## src/rtl/inst_queue_pkg.sv

```systemverilog
// Shared widths, entry layout and helpers for the instruction queue.
// An entry is stored as one flat vector: {inst, pc, pred_jump, pred_pc}.
package inst_queue_pkg;

  localparam int INST_W     = 32;
  localparam int ADDR_W     = 32;
  localparam int IQ_ENTRY_W = INST_W + 2 * ADDR_W + 1;

  // Field offsets inside a flat entry (LSB positions).
  localparam int PRED_PC_LSB   = 0;
  localparam int PRED_JUMP_BIT = ADDR_W;
  localparam int PC_LSB        = ADDR_W + 1;
  localparam int INST_LSB      = 2 * ADDR_W + 1;

  localparam logic TRUE  = 1'b1;
  localparam logic FALSE = 1'b0;

  // Build a flat entry from its fields.
  function automatic logic [IQ_ENTRY_W-1:0] pack_entry(
    input logic [INST_W-1:0] inst,
    input logic [ADDR_W-1:0] pc,
    input logic              pred_jump,
    input logic [ADDR_W-1:0] pred_pc
  );
    return {inst, pc, pred_jump, pred_pc};
  endfunction

endpackage

```

## src/rtl/inst_queue_entry_ram.sv

```systemverilog
// Entry storage for the instruction queue: synchronous write port at the
// tail, combinational read port at the head. The array is deliberately
// not reset; validity is tracked entirely by the pointers and count.
module iq_entry_ram #(
  parameter int DEPTH = 16,
  parameter int WIDTH = 97,
  parameter int PTR_W = $clog2(DEPTH)
) (
  input  logic             clk,
  input  logic             we,
  input  logic [PTR_W-1:0] waddr,
  input  logic [WIDTH-1:0] wdata,
  input  logic [PTR_W-1:0] raddr,
  output logic [WIDTH-1:0] rdata
);

  logic [WIDTH-1:0] mem [DEPTH];

  // Write the pushed entry at the tail slot.
  always_ff @(posedge clk) begin
    if (we) begin
      mem[waddr] <= wdata;
    end
  end

  // The head entry is visible in the same cycle so the output slot can load it.
  assign rdata = mem[raddr];

endmodule

```

## src/rtl/inst_queue.sv

```systemverilog
// Instruction queue between fetch and decode.
//
// Input side: the fetcher pushes with if_valid; there is no per-push
// acknowledge. is_full rises one entry early (count >= DEPTH-1) because the
// fetcher reacts to it a cycle late, so one push may already be in flight.
//
// Output side (valid/ready): out_valid says out_* hold an entry; the entry is
// consumed at a rising edge where out_valid=1 and dec_ready=1. The slot
// reloads from storage whenever it is empty or being consumed, so a held
// entry (dec_ready=0) stays stable. There is no bypass from if_* to out_*.
//
// rdy=0 freezes everything; rob_roll_back flushes everything and wins over
// any same-cycle push or consume.
module inst_queue
  import inst_queue_pkg::*;
#(
  parameter int DEPTH = 16
) (
  input  logic              clk,
  input  logic              rst,
  input  logic              rdy,
  input  logic              if_valid,
  input  logic [INST_W-1:0] if_inst,
  input  logic [ADDR_W-1:0] if_pc,
  input  logic              if_pred_jump,
  input  logic [ADDR_W-1:0] if_pred_pc,
  output logic              is_full,
  input  logic              dec_ready,
  output logic              out_valid,
  output logic [INST_W-1:0] out_inst,
  output logic [ADDR_W-1:0] out_pc,
  output logic              out_pred_jump,
  output logic [ADDR_W-1:0] out_pred_pc,
  input  logic              rob_roll_back
);

  localparam int PTR_W = $clog2(DEPTH);
  localparam int CNT_W = PTR_W + 1;

  logic [PTR_W-1:0]      head;
  logic [PTR_W-1:0]      tail;
  logic [CNT_W-1:0]      count;
  logic [IQ_ENTRY_W-1:0] wr_entry;
  logic [IQ_ENTRY_W-1:0] rd_entry;
  logic                  push;
  logic                  load;
  logic                  pop;
  logic                  ram_we;

  // Decide this cycle's push/load/pop from the current occupancy.
  // A push into a completely full store is a fetcher error and is dropped.
  always_comb begin
    wr_entry = pack_entry(if_inst, if_pc, if_pred_jump, if_pred_pc);
    push     = if_valid && (count != CNT_W'(DEPTH));
    load     = !out_valid || dec_ready;
    pop      = load && (count != '0);
    ram_we   = rdy && !rob_roll_back && push;
  end

  // One slot is held back to absorb the push already in flight.
  assign is_full = (count >= CNT_W'(DEPTH - 1));

  iq_entry_ram #(
    .DEPTH (DEPTH),
    .WIDTH (IQ_ENTRY_W),
    .PTR_W (PTR_W)
  ) u_ram (
    .clk   (clk),
    .we    (ram_we),
    .waddr (tail),
    .wdata (wr_entry),
    .raddr (head),
    .rdata (rd_entry)
  );

  // Pointers, count and the registered output slot; flush has top priority.
  always_ff @(posedge clk or negedge rst) begin
    if (!rst) begin
      head          <= '0;
      tail          <= '0;
      count         <= '0;
      out_valid     <= 1'b0;
      out_inst      <= '0;
      out_pc        <= '0;
      out_pred_jump <= 1'b0;
      out_pred_pc   <= '0;
    end else if (rdy) begin
      if (rob_roll_back) begin
        head      <= '0;
        tail      <= '0;
        count     <= '0;
        out_valid <= 1'b0;
      end else begin
        if (push) begin
          tail <= tail + PTR_W'(1);
        end
        if (pop) begin
          head          <= head + PTR_W'(1);
          out_valid     <= 1'b1;
          out_inst      <= rd_entry[INST_LSB +: INST_W];
          out_pc        <= rd_entry[PC_LSB +: ADDR_W];
          out_pred_jump <= rd_entry[PRED_JUMP_BIT];
          out_pred_pc   <= rd_entry[PRED_PC_LSB +: ADDR_W];
        end else if (load) begin
          // Nothing to hand over: slot empties, data fields keep old values.
          out_valid <= 1'b0;
        end
        case ({push, pop})
          2'b10:   count <= count + CNT_W'(1);
          2'b01:   count <= count - CNT_W'(1);
          default: count <= count;
        endcase
      end
    end
  end

endmodule

```

## config.mk

```make
export PLATFORM = sky130hd
export DESIGN_NAME = inst_queue
export DESIGN_NICKNAME = d
export VERILOG_FILES = /design/src/rtl/inst_queue_pkg.sv /design/src/rtl/inst_queue_entry_ram.sv /design/src/rtl/inst_queue.sv
export SDC_FILE = /design/constraint.sdc
export NUM_CORES = 1
export LEC_CHECK = 0
export CORE_AREA = 4 4 359 361
export CTS_BUF_LIST = sky130_fd_sc_hd__clkbuf_8
export DETAILED_ROUTE_END_ITERATION = 6
export DIE_AREA = 0 0 363 365
export PLACE_DENSITY = 0.67
export SYNTH_ARGS = -nofsm -noshare
export SYNTH_HDL_FRONTEND = slang
export SYNTH_SLANG_ARGS = --single-unit
```

## constraint.sdc

```tcl
create_clock -name clk -period 10 [get_ports clk]
set_clock_uncertainty 0.1 [all_clocks]
set_input_delay 1.5 -clock clk [delete_from_list [all_inputs] [get_ports clk]]
set_output_delay 1.5 -clock clk [all_outputs]
set_load 0.005 [all_outputs]
```

======== Word level (Yosys, flattened, before mapping) ========
Memory sizes are Yosys's and may differ from the RTL's. A register that Yosys moved wholly into a read port is not among the register bits.
Index checks and enable logic that the tools add are counted.
cells by class
  add/sub/neg operators ................... 4
  magnitude comparators ................... 1
  equal/unequal tests ..................... 3
  mux-type cells .......................... 11
  bitwise operators ....................... 1
  reduce and logical (&&, ||, !) cells .... 18
operator list
  kind                 number
  $mux 4               4
  $pmux 5 s2           1
  $add 4x1->4 const B  2
  $reduce_and 2->1     4
  $reduce_bool 3->1    2
  $add 5x1->5 const B  1
  $ge 5x4->1 const B   1
  $mux 1               5
  $mux 5               1
  $ne 5x5->1 const B   1
  $reduce_bool 5->1    1
  $sub 5x1->5 const B  1
  $logic_and 1x1->1    4
  $reduce_bool 2->1    2
  $logic_not 1->1      3
  $reduce_and 3->1     1
  $eq 2x1->1 const B   1
  $eq 2x2->1 const B   1
  $logic_or 1x1->1     1
  $not 1->1            1
word-level totals
  register bits after elaboration ......... 14
  bits in writable memories ............... 1552
  output and inout bits ................... 99
  logic and storage cells ................. 43
  memories ................................ 1
memories
  name       words  width  read ports  clocked after Yosys merged registers in  write ports  line                        source
  u_ram.mem  16     97     1           1                                        1            inst_queue_entry_ram.sv:17  logic [WIDTH-1:0] mem [DEPTH];

======== Logic depth before layout (Yosys ltp) ========
  word-level depth ........................ 6
  mapped depth ............................ 10

======== Hierarchy ========
A second synthesis with hierarchy kept.
unflattened totals
  cell total of the unflattened synthesis .. 2686
  area total of the unflattened synthesis .. 62416.1 µm²
modules (own cells, without submodules)
  module        instances  cells each  area each (µm²)  sequential area each (µm²)
  iq_entry_ram  1          2387        57876.8          46604.7
  inst_queue    1          299         4539.4           2777.7

======== Least setup slack after synthesis ========
Ideal clock, no wire load.
  kind .................................... in2reg
  from .................................... in rdy
  to ...................................... mem u_ram.mem[0][0], enable pin
  setup time .............................. 0.671 ns
  data arrival time ....................... 8.644 ns
  setup slack ............................. 0.585 ns
  stages .................................. 5
  buffers on the path ..................... 1
  cell sequence ........................... buf_2 nand2b_1 nor2_1 nand2_1 nor3_1
on the way
  word-level cells in the longest chain between the ends .. 4
ends and longest elaborated chain
  item                            line                        source
  start, declared                 inst_queue.sv:21            input logic rdy,
  $logic_and 1x1->1 (2 in a row)  inst_queue.sv:57            ram_we = rdy && !rob_roll_back && push;
  $mux 1                          inst_queue_entry_ram.sv:21  if (we) begin
  $mux 1 (implied by the code)    inst_queue_entry_ram.sv:22  mem[waddr] <= wdata;
  end, declared                   inst_queue_entry_ram.sv:17
Every way passes these cells.

======== Final worst setup path ========
  from .................................... in rdy
  to ...................................... mem u_ram.mem[12][57], enable pin
The elaborated chain is that of the path after synthesis.

==> reports/qor.yml <==
coreArea_um2: 125000
grt_pass1_vias: 31788
cts_resized: 0
cp-start-kind: "input port"
crit_arrival_ns: 5.23
yosysTopAreaCell: "edfxtp_1"
syn_to_final_growth_pct: 14.2
path_delay_family: "buffers and inverters"
wl_per_cell_um: 28.1
syn_inst: 2700
nFillCells: 8893
worstPathRequired_ns: 10.43
die_area_um2: 132000
max_cap_viol_count: 0
drv_slew: 0
clk_path_buf_depth: 4
status: "complete, no violations"
initial_core_util_pct: 50.0
cts_tree: "done"
numCtsBuffers: 277
synth-main-ff-cell: "edfxtp_1"
power.density_nw_per_um2: 241
syn_nets: 2810
cp-end-kind: "flip-flop"
postLayoutCoreUtil_pct: 57.1
min_period_ns: 4.79
numPlacedInstances: 4455
ys_types: 45
antenna_found_initial: 18
hpwl_um: 74200
fin_nets: 3194
hold_viol_final: 0
leakage_nw: 22.4
rsz0062_at_grt: "no"
avgSynthCellArea_um2: 23.2
die_x_um: 363
tns_ns: 0
postLayoutCellArea_um2: 71600
ant_nets: 0
syn_area_um2: 62700
drive_gt1_share_pct: 24.5
setup_ws_ns: 5.21
cts.htree.levels: 5
tightest_slew_ns: 1.20
synth_most_common_cell: "edfxtp_1"
rows: 130
worstPathMaxFanout: 49
relSlewSlack_pct: 19.7
path_clk_slew_ns: 0.06
path_cells: "clkdlybuf4s50_1, nand2b_1, nor2_1, nand2_1, nor2_4, buf_4, buf_4"
report.power.total_mw: 17.2
critPathMaxStageDelay_ns: 0.83
die_y_um: 365
synth_edf_count: 1552
grt_max_degree: 145
synth.area.top_cells: "edfxtp_1 (74%), mux4_2 (14%), dfrtp_1 (4.4%), mux2i_1 (3.1%), o221ai_1 (1.4%)"
drt-vias-per-instance: 5.98
hp-class: "flip-flop to flip-flop"
vias: 29508
ioPinCount: 202
synth_seq_cells: 1663
grt_pass1_wl_um: 206000
grt_use_total_pct: 21.2
drt_iter0_drc: 2845
drt_first_pass_iters: 5
vdd.ir_drop.worst_v: 0.000211
setup_viol: 0
cp_slowest_cell: "nor2_4"
grt-ovfl-total: 0
crit_top_cell: "buf_4"
port_buffers: 201
max_freq_ghz: 0.209
synthArstFlopShare_pct: 6.67
drc: 0
critPathKind: "input port to flip-flop"
ys_seq_area_share_pct: 78.8
synth_top_area_share_pct: 74.4
placed_area_um2: 66600
synthTopCellsByCount: "edfxtp_1 (1552), mux4_2 (388), mux2i_1 (196)"
wl_um: 139000
instances_no_fill: 4936
cts_root_buf: "clkbuf_8"
post-route-period-util_pct: 47.9
holdBufCountCts: 0
postCtsSetupBuffers: 0
place_ws_ns: 4.18
hold_ws_ns: 0.404
synth_warnings: 0
clock-sinks: 1663
cp.buffers_inverters: 3
place_congestion: 0.763
clock_latency_ns: 0.96
## kinds of logic after synthesis
family / Yosys count / synth area share, %
flops: 1663 / 78.8
simple gates: 150 / 0.969
xor+xnor: 3 / 0.0419
fa+ha+maj: 7 / 0.140
mux: 585 / 17.1
buf+inv: 155 / 1.09
compound gates: 137 / 1.85
## area by class of cell
cell class | count | area, um^2 | area share, %
Clock inverter | 173 | 766 | 1.07
Tap cell | 1650 | 2060 | 2.88
Timing Repair Buffer | 252 | 2430 | 3.40
Clock buffer | 301 | 4140 | 5.79
Antenna cell | 7 | 17.5 | 0.0245
Multi-Input combinational cell | 882 | 12700 | 17.8
Inverter | 8 | 30.0 | 0.0420
Sequential cell | 1663 | 49400 | 69.0
## cells in the final DEF, fill, tap and decap left out, drive strengths merged, types with 52 or more instances in the layout
cell / n
edfxtp: 1552
mux4: 388
clkbuf: 301
clkdlybuf4s50: 200
mux2i: 196
nand2: 112
dfrtp: 111
inv: 104
o221ai: 97
clkinv: 65
buf: 52
## worst reg2reg max path, stage by stage (launching register included)
cell and delay [ns]:
dfrtp_1 0.55, or4_4 0.25, o21ai_2 0.09, nor2_1 0.34, nand2_1 0.32, nor2_4 0.83
buf_4 0.58, buf_4 0.77
## report_power, final
part           leakage (nW)  internal (mW)  switching, mW  total, mW
registers              15.4           7.91          0.360       8.27
clock network          2.85           2.81           2.53       5.33
logic                  4.25           1.88           1.76       3.64
total                  22.4           12.6           4.64       17.2
## path summary, 6_finish.rpt
path / from / to / slack (ns) / cells past startpoint
max: rdy / u_ram.mem[12][57] / 5.21 / 7
min: out_pred_pc[10] / out_pred_pc[10] / 0.40 / 2
min reg2reg: out_pred_pc[10] / out_pred_pc[10] / 0.40 / 2
min in group asynchronous: rst / count[3] / 0.51 / 1
max in group asynchronous: rst / out_pred_jump / 7.78 / 2
max reg2reg: count[2] / u_ram.mem[12][57] / 5.73 / 7
## per-layer routing
| metal | vias to the layer above | routed length, um | track usage (%) |
|---|---|---|---|
| met5 | - | 126 | 0 |
| met2 | 1159 | 69400 | 34.9 |
| li1 | 12257 | - | - |
| met3 | 263 | 10300 | 5.70 |
| met1 | 15809 | 55300 | 28.0 |
| met4 | 20 | 3620 | 6.67 |
## flip-flops by register name, indices dropped and copies added (netlist names)
| name | cells |
|---|---|
| u_ram.mem | 1552 |
| out_inst | 32 |
| out_pc | 32 |
| out_pred_pc | 32 |
| count | 5 |
| head | 4 |
| tail | 4 |
| out_pred_jump | 1 |
| out_valid | 1 |
Power figures use the tool's default switching activity.
